`src/rtl/joy_pkg.sv`:
```
// Shared constants for the serial joystick scanner: frame size, idle word,
// FSM states and the serial-bit to player-bit routing table.
package joy_pkg;

   localparam int unsigned NBITS    = 24;
   localparam logic [11:0] JOY_IDLE = 12'hFFF;

   typedef enum logic [1:0] {
      LOAD,
      SHIFT,
      GAP
   } joy_state_e;

   typedef struct packed {
      logic       player;   // 0: joystick1, 1: joystick2
      logic [3:0] idx;
   } joy_dst_t;

   // Indexed by serial bit position; bit 0 is the first bit out of the chain.
   localparam joy_dst_t BIT_MAP [NBITS] = '{
      '{1'b0, 4'd8},  '{1'b0, 4'd6},  '{1'b0, 4'd5},  '{1'b0, 4'd4},
      '{1'b0, 4'd3},  '{1'b0, 4'd2},  '{1'b0, 4'd1},  '{1'b0, 4'd0},
      '{1'b1, 4'd8},  '{1'b1, 4'd6},  '{1'b1, 4'd5},  '{1'b1, 4'd4},
      '{1'b1, 4'd3},  '{1'b1, 4'd2},  '{1'b1, 4'd1},  '{1'b1, 4'd0},
      '{1'b1, 4'd10}, '{1'b1, 4'd11}, '{1'b1, 4'd9},  '{1'b1, 4'd7},
      '{1'b0, 4'd10}, '{1'b0, 4'd11}, '{1'b0, 4'd9},  '{1'b0, 4'd7}
   };

endpackage

```
`src/rtl/joy_serial_ctrl_tick_div.sv`:
```
// Clock-enable generator: one-cycle tick every DIV clk cycles, counter
// cleared by reset so the first tick lands DIV cycles after release.
module tick_div #(
   parameter int unsigned DIV = 16
) (
   input  logic clk,
   input  logic reset,
   output logic tick
);

   localparam int unsigned CW = (DIV > 1) ? $clog2(DIV) : 1;

   logic [CW-1:0] cnt_q, cnt_d;

   assign tick = (cnt_q == CW'(DIV - 1));

   always_comb begin
      cnt_d = cnt_q + CW'(1);
      if (tick) cnt_d = '0;
   end

   always_ff @(posedge clk) begin
      if (reset) cnt_q <= '0;
      else       cnt_q <= cnt_d;
   end

endmodule

```
`src/rtl/joy_serial_ctrl.sv`:
```
// Scans the external PISO joystick chain and commits each 24-bit frame,
// optionally debounced, as two active-low 12-bit player words.
module joy_serial_ctrl
   import joy_pkg::*;
#(
   parameter int unsigned CLK_DIV   = 16,
   parameter int unsigned GAP_TICKS = 2,
   parameter bit          DEBOUNCE  = 1'b1
) (
   input  logic        clk,
   input  logic        reset,
   output logic        joy_clk,
   output logic        joy_load,
   input  logic        joy_data,
   output logic [11:0] joystick1,
   output logic [11:0] joystick2,
   output logic        frame_valid
);

   localparam int unsigned GW = $clog2(GAP_TICKS + 1);

   logic             tick;
   logic [1:0]       sync_q;
   joy_state_e       state_q, state_d;
   logic [GW-1:0]    cnt_q, cnt_d;
   logic             half_q, half_d;
   logic [4:0]       bit_q, bit_d;
   logic [NBITS-1:0] shadow_q, shadow_d;
   logic [NBITS-1:0] raw_q, raw_d;
   logic [11:0]      j1_q, j1_d, j2_q, j2_d;
   logic [11:0]      map_j1, map_j2;
   logic             fv_q, fv_d;
   logic             jclk_q, jclk_d;
   logic             jload_q, jload_d;

   tick_div #(.DIV(CLK_DIV)) u_tick (
      .clk   (clk),
      .reset (reset),
      .tick  (tick)
   );

   always_comb begin
      map_j1 = JOY_IDLE;
      map_j2 = JOY_IDLE;
      for (int unsigned i = 0; i < NBITS; i++) begin
         if (BIT_MAP[i].player) map_j2[BIT_MAP[i].idx] = shadow_q[i];
         else                   map_j1[BIT_MAP[i].idx] = shadow_q[i];
      end
   end

   always_comb begin
      state_d  = state_q;
      cnt_d    = cnt_q;
      half_d   = half_q;
      bit_d    = bit_q;
      shadow_d = shadow_q;
      raw_d    = raw_q;
      j1_d     = j1_q;
      j2_d     = j2_q;
      fv_d     = 1'b0;
      jclk_d   = jclk_q;
      jload_d  = jload_q;
      if (tick) begin
         unique case (state_q)
            LOAD: begin
               jload_d = 1'b0;
               jclk_d  = 1'b0;
               if (cnt_q != '0) begin
                  state_d = SHIFT;
                  cnt_d   = '0;
                  half_d  = 1'b0;
                  bit_d   = '0;
               end else begin
                  cnt_d = cnt_q + GW'(1);
               end
            end
            SHIFT: begin
               jload_d = 1'b1;
               if (!half_q) begin
                  jclk_d = 1'b0;
                  half_d = 1'b1;
               end else begin
                  // Sample before the rising shift clock advances the chain.
                  shadow_d[bit_q] = sync_q[1];
                  jclk_d = 1'b1;
                  half_d = 1'b0;
                  if (bit_q == 5'(NBITS - 1)) begin
                     state_d = GAP;
                     cnt_d   = '0;
                  end else begin
                     bit_d = bit_q + 5'd1;
                  end
               end
            end
            GAP: begin
               jclk_d  = 1'b0;
               jload_d = 1'b1;
               if (cnt_q == '0) begin
                  raw_d = shadow_q;
                  if (!DEBOUNCE || (shadow_q == raw_q)) begin
                     j1_d = map_j1;
                     j2_d = map_j2;
                     fv_d = 1'b1;
                  end
               end
               if (cnt_q == GW'(GAP_TICKS - 1)) begin
                  state_d = LOAD;
                  cnt_d   = '0;
               end else begin
                  cnt_d = cnt_q + GW'(1);
               end
            end
            default: state_d = LOAD;
         endcase
      end
   end

   always_ff @(posedge clk) begin
      if (reset) begin
         sync_q   <= '1;
         state_q  <= LOAD;
         cnt_q    <= '0;
         half_q   <= 1'b0;
         bit_q    <= '0;
         shadow_q <= '1;
         raw_q    <= '1;
         j1_q     <= JOY_IDLE;
         j2_q     <= JOY_IDLE;
         fv_q     <= 1'b0;
         jclk_q   <= 1'b0;
         jload_q  <= 1'b1;
      end else begin
         sync_q   <= {sync_q[0], joy_data};
         state_q  <= state_d;
         cnt_q    <= cnt_d;
         half_q   <= half_d;
         bit_q    <= bit_d;
         shadow_q <= shadow_d;
         raw_q    <= raw_d;
         j1_q     <= j1_d;
         j2_q     <= j2_d;
         fv_q     <= fv_d;
         jclk_q   <= jclk_d;
         jload_q  <= jload_d;
      end
   end

   assign joy_clk     = jclk_q;
   assign joy_load    = jload_q;
   assign joystick1   = j1_q;
   assign joystick2   = j2_q;
   assign frame_valid = fv_q;

endmodule

```
`config.mk`:
```
export PLATFORM = sky130hd
export DESIGN_NAME = joy_serial_ctrl
export DESIGN_NICKNAME = d
export VERILOG_FILES = /design/src/rtl/joy_pkg.sv /design/src/rtl/joy_serial_ctrl_tick_div.sv /design/src/rtl/joy_serial_ctrl.sv
export SDC_FILE = /design/constraint.sdc
export NUM_CORES = 1
export LEC_CHECK = 0
export ABC_AREA = 1
export BUFFER_PORTS_ARGS = -buffer_cell sky130_fd_sc_hd__buf_2
export CORE_AREA = 2 2 92 94
export DETAILED_ROUTE_END_ITERATION = 16
export DIE_AREA = 0 0 94 96
export PLACE_DENSITY_LB_ADDON = 0.15
export SLEW_MARGIN = 20
export SYNTH_ARGS = -nofsm -noshare
export SYNTH_HDL_FRONTEND = slang
export SYNTH_SLANG_ARGS = --single-unit
```
`constraint.sdc`:
```
create_clock -name clk -period 1.69 [get_ports clk]
set_input_delay 0.0845 -clock clk [delete_from_list [all_inputs] [get_ports clk]]
set_output_delay 0.0845 -clock clk [all_outputs]
set_load 0.02 [all_outputs]
```
==> impl_metrics.sql <==
INSERT INTO impl_metrics (metric_group, metric, value, unit) VALUES
('pwr', 'largest_vdd_supply_drop', '0.000438', 'V'),
('clock_tree', 'root_buffer', 'sky130_fd_sc_hd__clkbuf_8', ''),
('setup_path', 'worst_setup_path_start_kind', 'register', ''),
('placed_design', 'gpl.final_weighted_congestion', '0.914', ''),
('clock_tree', 'cts_tree', 'yes', ''),
('pwr', 'finalPower', '0.00361', 'W'),
('final_layout', 'layout-drive-gt1-share', '22.8', '%'),
('grt', 'globalRoute.totalOverflow', '0', ''),
('setup_path', 'criticalPathCategory', 'register to register', ''),
('placed_design', 'placement.setup.worst_slack', '-0.133', 'ns'),
('drt', 'drt-met1-wl', '4990', 'µm'),
('sta', 'max_slew.worst_pin.slew', '0.300', 'ns'),
('logic_synthesis', 'mappedNetlistArea', '4270', 'µm²'),
('final_layout', 'syn_to_final_growth', '21.9', '%'),
('drt', 'dr.first_iter.drc_count', '223', ''),
('clock_tree', 'cts_buffers', '9', ''),
('setup_path', 'endpoint_kind', 'register', ''),
('pwr', 'power_density', '694', 'nW/µm²'),
('die', 'die_area', '9020', 'µm²'),
('sta', 'maxClockFrequency', '600', 'MHz'),
('final_layout', 'final_core_utilization', '64.6', '%'),
('sta', 'max_slew_margin', '79.9', '%'),
('drt', 'detail_route.wirelength', '11000', 'µm'),
('placed_design', 'hpwlAfterDp', '7700', 'µm'),
('die', 'fp.dieW', '94', 'µm'),
('die', 'floorplan.rows', '33', ''),
('final_layout', 'finish.net_count', '671', ''),
('final_layout', 'multi_input_comb_area', '2210', 'µm²'),
('grt', 'grt_antenna_before_repair', '0', ''),
('pwr', 'leakage', '2.41', 'nW'),
('outcome', 'outcome', 'complete, no violations', ''),
('sta', 'final.setup_skew', '0.0119', 'ns'),
('logic_synthesis', 'synth.ff_latch_count', '91', ''),
('worst_hold_path', 'holdCritPathClass', 'input pin to register', ''),
('final_layout', 'layout.cell_area.non_filler', '5200', 'µm²'),
('sta', 'maxSlewViolCount', '0', ''),
('die', 'floorplan.initialDensity', '53.0', '%'),
('placed_design', 'place_area', '4740', 'µm²'),
('placed_design', 'placedCellCount', '733', ''),
('die', 'fp.dieH', '96', 'µm'),
('drt', 'met3_length', '529', 'µm'),
('setup_path', 'required', '1.94', 'ns'),
('sta', 'timing.final.ws_setup', '0.0238', 'ns'),
('logic_synthesis', 'yosysWarningCount', '0', ''),
('clock_tree', 'clock_latency_at_the_later_pin_of_the_worst_skew_pair', '0.37', 'ns'),
('drt', 'maxUsedRoutingLayer', 'met4', ''),
('final_layout', 'stdcell_count', '764', ''),
('placed_design', 'place.port_buffers', '29', ''),
('logic_synthesis', 'synth.avg_cell_area', '7.27', 'µm²'),
('setup_path', 'crit_arrival', '1.91', 'ns'),
('setup_path', 'reg2regPathDepth', '10', ''),
('grt', 'grt_first_pass_wirelength', '17800', 'µm'),
('drt', 'drcViolationCount', '0', ''),
('grt', 'pin_count_of_the_biggest_net_entering_global_routing', '40', ''),
('final_layout', 'fillcell_total', '735', ''),
('drt', 'via_per_inst', '5.32', ''),
('drt', 'detail_route.first_pass.iterations', '5', ''),
('clock_tree', 'tritoncts_num_sinks', '91', ''),
('logic_synthesis', 'netlist-cell-type-count', '26', ''),
('run', 'maxCapViolations', '0', ''),
('drt', 'drt-wirelength-per-cell', '14.5', 'µm'),
('drt', 'detailroute.via_count', '4068', ''),
('die', 'floorplan.io_pins', '30', ''),
('worst_hold_path', 'whs_path_cells', '2', ''),
('logic_synthesis', 'seq_area_frac_synth', '42.7', '%'),
('grt', 'first_global_vias', '3685', ''),
('setup_path', 'cp_max_fo', '6', ''),
('sta', 'timing.final.setup_violations', '0', ''),
('logic_synthesis', 'synthCells', '587', ''),
('clock_tree', 'htreeDepth', '3', ''),
('logic_synthesis', 'syn-num-nets', '604', ''),
('final_layout', 'area_of_all_sequential_standard_cells', '1840', 'µm²'),
('die', 'core', '8050', 'µm²'),
('clock_tree', 'cts.reportedPaths.clkPinSlew', '0.10', 'ns'),
('sta', 'final_hold_viol_count', '0', ''),
('drt', 'detail-route-antenna-nets', '0', ''),
('clock_tree', 'ctsLongestPathBuffers', '2', ''),
('sta', 'period_share', '98.6', '%'),
('drt', 'detailroute.wirelength.met2', '5400', 'µm'),
('final_layout', 'insertedDiodeCount', '0', ''),
('grt', 'grt_util_all_layers', '25.2', '%'),
('sta', 'fin_crit', '1.67', 'ns');
worst paths after layout:
check	start	end	slack, ns
setup reg to reg	state_q[0]	joystick1[10]	0.02
setup / recovery	state_q[0]	joystick1[10]	0.02
hold reg to reg	sync_q[0]	sync_q[1]	0.42
hold / removal	reset	u_tick.cnt_q[2]	0.04
cell usage after synthesis:
| cell type | instances | share of area, % |
|---|---|---|
| sky130_fd_sc_hd__nand2_1 | 138 | 12 |
| sky130_fd_sc_hd__nand3_1 | 95 | 11 |
| sky130_fd_sc_hd__dfxtp_1 | 91 | 43 |
| sky130_fd_sc_hd__inv_1 | 51 | 4.5 |
| sky130_fd_sc_hd__nor2_1 | 46 | 4.0 |
| sky130_fd_sc_hd__o21ai_0 | 27 | 3.2 |
| sky130_fd_sc_hd__nand4_1 | 26 | 3.8 |
| sky130_fd_sc_hd__o211ai_1 | 15 | 2.6 |
| sky130_fd_sc_hd__ha_1 | 14 | 4.1 |
| sky130_fd_sc_hd__clkbuf_1 | 13 | 1.1 |
| sky130_fd_sc_hd__inv_2 | 12 | 1.1 |
| sky130_fd_sc_hd__nor3_1 | 12 | 1.4 |
| sky130_fd_sc_hd__buf_2 | 9 | 1.1 |
| sky130_fd_sc_hd__a21oi_1 | 7 | 0.82 |
| sky130_fd_sc_hd__xor2_1 | 6 | 1.2 |
| sky130_fd_sc_hd__o21ai_1 | 5 | 0.59 |
| sky130_fd_sc_hd__nor2_4 | 4 | 1.1 |
| sky130_fd_sc_hd__buf_4 | 2 | 0.35 |
| sky130_fd_sc_hd__buf_6 | 2 | 0.53 |
| sky130_fd_sc_hd__clkinv_1 | 2 | 0.18 |
| sky130_fd_sc_hd__nand3_4 | 2 | 0.82 |
| sky130_fd_sc_hd__nor3_2 | 2 | 0.47 |
| sky130_fd_sc_hd__nor3b_1 | 2 | 0.35 |
| sky130_fd_sc_hd__or2_2 | 2 | 0.29 |
| sky130_fd_sc_hd__nand3_2 | 1 | 0.23 |
| sky130_fd_sc_hd__xnor2_1 | 1 | 0.21 |
through the flow:
| step | TNS, ns | hold slack (ns) |
|---|---|---|
| after floorplan | 0 | 0.188 |
| after global placement | -0.551 | 0.271 |
| after detailed placement | -2.48 | 0.287 |
| after CTS | 0 | 0.0445 |
| after global routing | -0.0337 | 0.0524 |
| final | 0 | 0.0351 |
routing by layer:
metal	vias up	track usage, %
met5	-	0
met4	0	8.33
met3	12	3.37
met2	108	43.3
met1	1869	33.0
li1	2079	-
where the power goes:
group / leakage, nW / internal (W) / switching (W) / total [W]
Clock: 0.0783 / 0.000542 / 0.000836 / 0.00138
Sequential: 0.737 / 0.00215 / 0.00000743 / 0.00216
Combinational: 1.60 / 0.0000264 / 0.0000506 / 0.0000770
Total: 2.41 / 0.00272 / 0.000894 / 0.00361
flip-flops by register name, indices dropped and copies added, names as in the netlist, 2 cells and up:
register and cells:
joystick2 12, state_q 2, cnt_q 2, u_tick.cnt_q 4
joystick1 12, bit_q 5, sync_q 2, shadow_q 24
raw_q 24
critical path, stage by stage (launching register included):
cell and delay (ns):
sky130_fd_sc_hd__dfxtp_4 0.38, sky130_fd_sc_hd__inv_4 0.08, sky130_fd_sc_hd__ha_4 0.13, sky130_fd_sc_hd__nand2_2 0.06
sky130_fd_sc_hd__nor2_4 0.16, sky130_fd_sc_hd__nand3_2 0.13, sky130_fd_sc_hd__nor2_4 0.13, sky130_fd_sc_hd__buf_12 0.15
sky130_fd_sc_hd__nand3_4 0.13, sky130_fd_sc_hd__nand2_2 0.11, sky130_fd_sc_hd__nand3_2 0.08
final cells by class:
class	instances	area share, %
multi-input cells	408	42.6
flip-flops and latches	91	35.4
repair buffers	79	11.3
inverters	65	4.79
well taps	105	2.53
clock buffers	9	2.38
clock inverters	7	1.01
cells in the final DEF, fill, tap and decap left out, types with 5 or more instances in the layout:
cell type,n
sky130_fd_sc_hd__a21oi_1,7
sky130_fd_sc_hd__buf_12,5
sky130_fd_sc_hd__buf_2,29
sky130_fd_sc_hd__buf_4,43
sky130_fd_sc_hd__clkbuf_8,9
sky130_fd_sc_hd__dfxtp_1,79
sky130_fd_sc_hd__dfxtp_2,10
sky130_fd_sc_hd__ha_1,9
sky130_fd_sc_hd__inv_1,47
sky130_fd_sc_hd__inv_2,14
sky130_fd_sc_hd__nand2_1,131
sky130_fd_sc_hd__nand2_2,7
sky130_fd_sc_hd__nand3_1,94
sky130_fd_sc_hd__nand3_4,5
sky130_fd_sc_hd__nand4_1,26
sky130_fd_sc_hd__nor2_1,45
sky130_fd_sc_hd__nor3_1,12
sky130_fd_sc_hd__o211ai_1,15
sky130_fd_sc_hd__o21ai_0,25
sky130_fd_sc_hd__o21ai_1,7
sky130_fd_sc_hd__xor2_1,6
timing repair:
action / 4_1_cts / 5_1_grt
gates cloned: 3 / 0
gates resized for setup: 17 / 32
buffers inserted: 5 / 6
hold buffers: 1 / 0
pin swaps: 9 / 10
hold endpoints to repair: 1 / 0
endpoints found under the setup margin: 53 / 62
cell families (layout without fill, tap and decap cells):
kind of cell | Yosys count | after routing | synth area share, %
XOR/XNOR | 7 | 7 | 1.44
buffers and inverters | 91 | 160 | 8.79
AO/OA/AOI/OAI | 54 | 54 | 7.21
AND/OR/NAND/NOR | 330 | 333 | 35.8
adder cells (fa/ha/maj) | 14 | 14 | 4.10
flip-flops | 91 | 91 | 42.7
No activity file was read; power rests on OpenSTA's default activity.
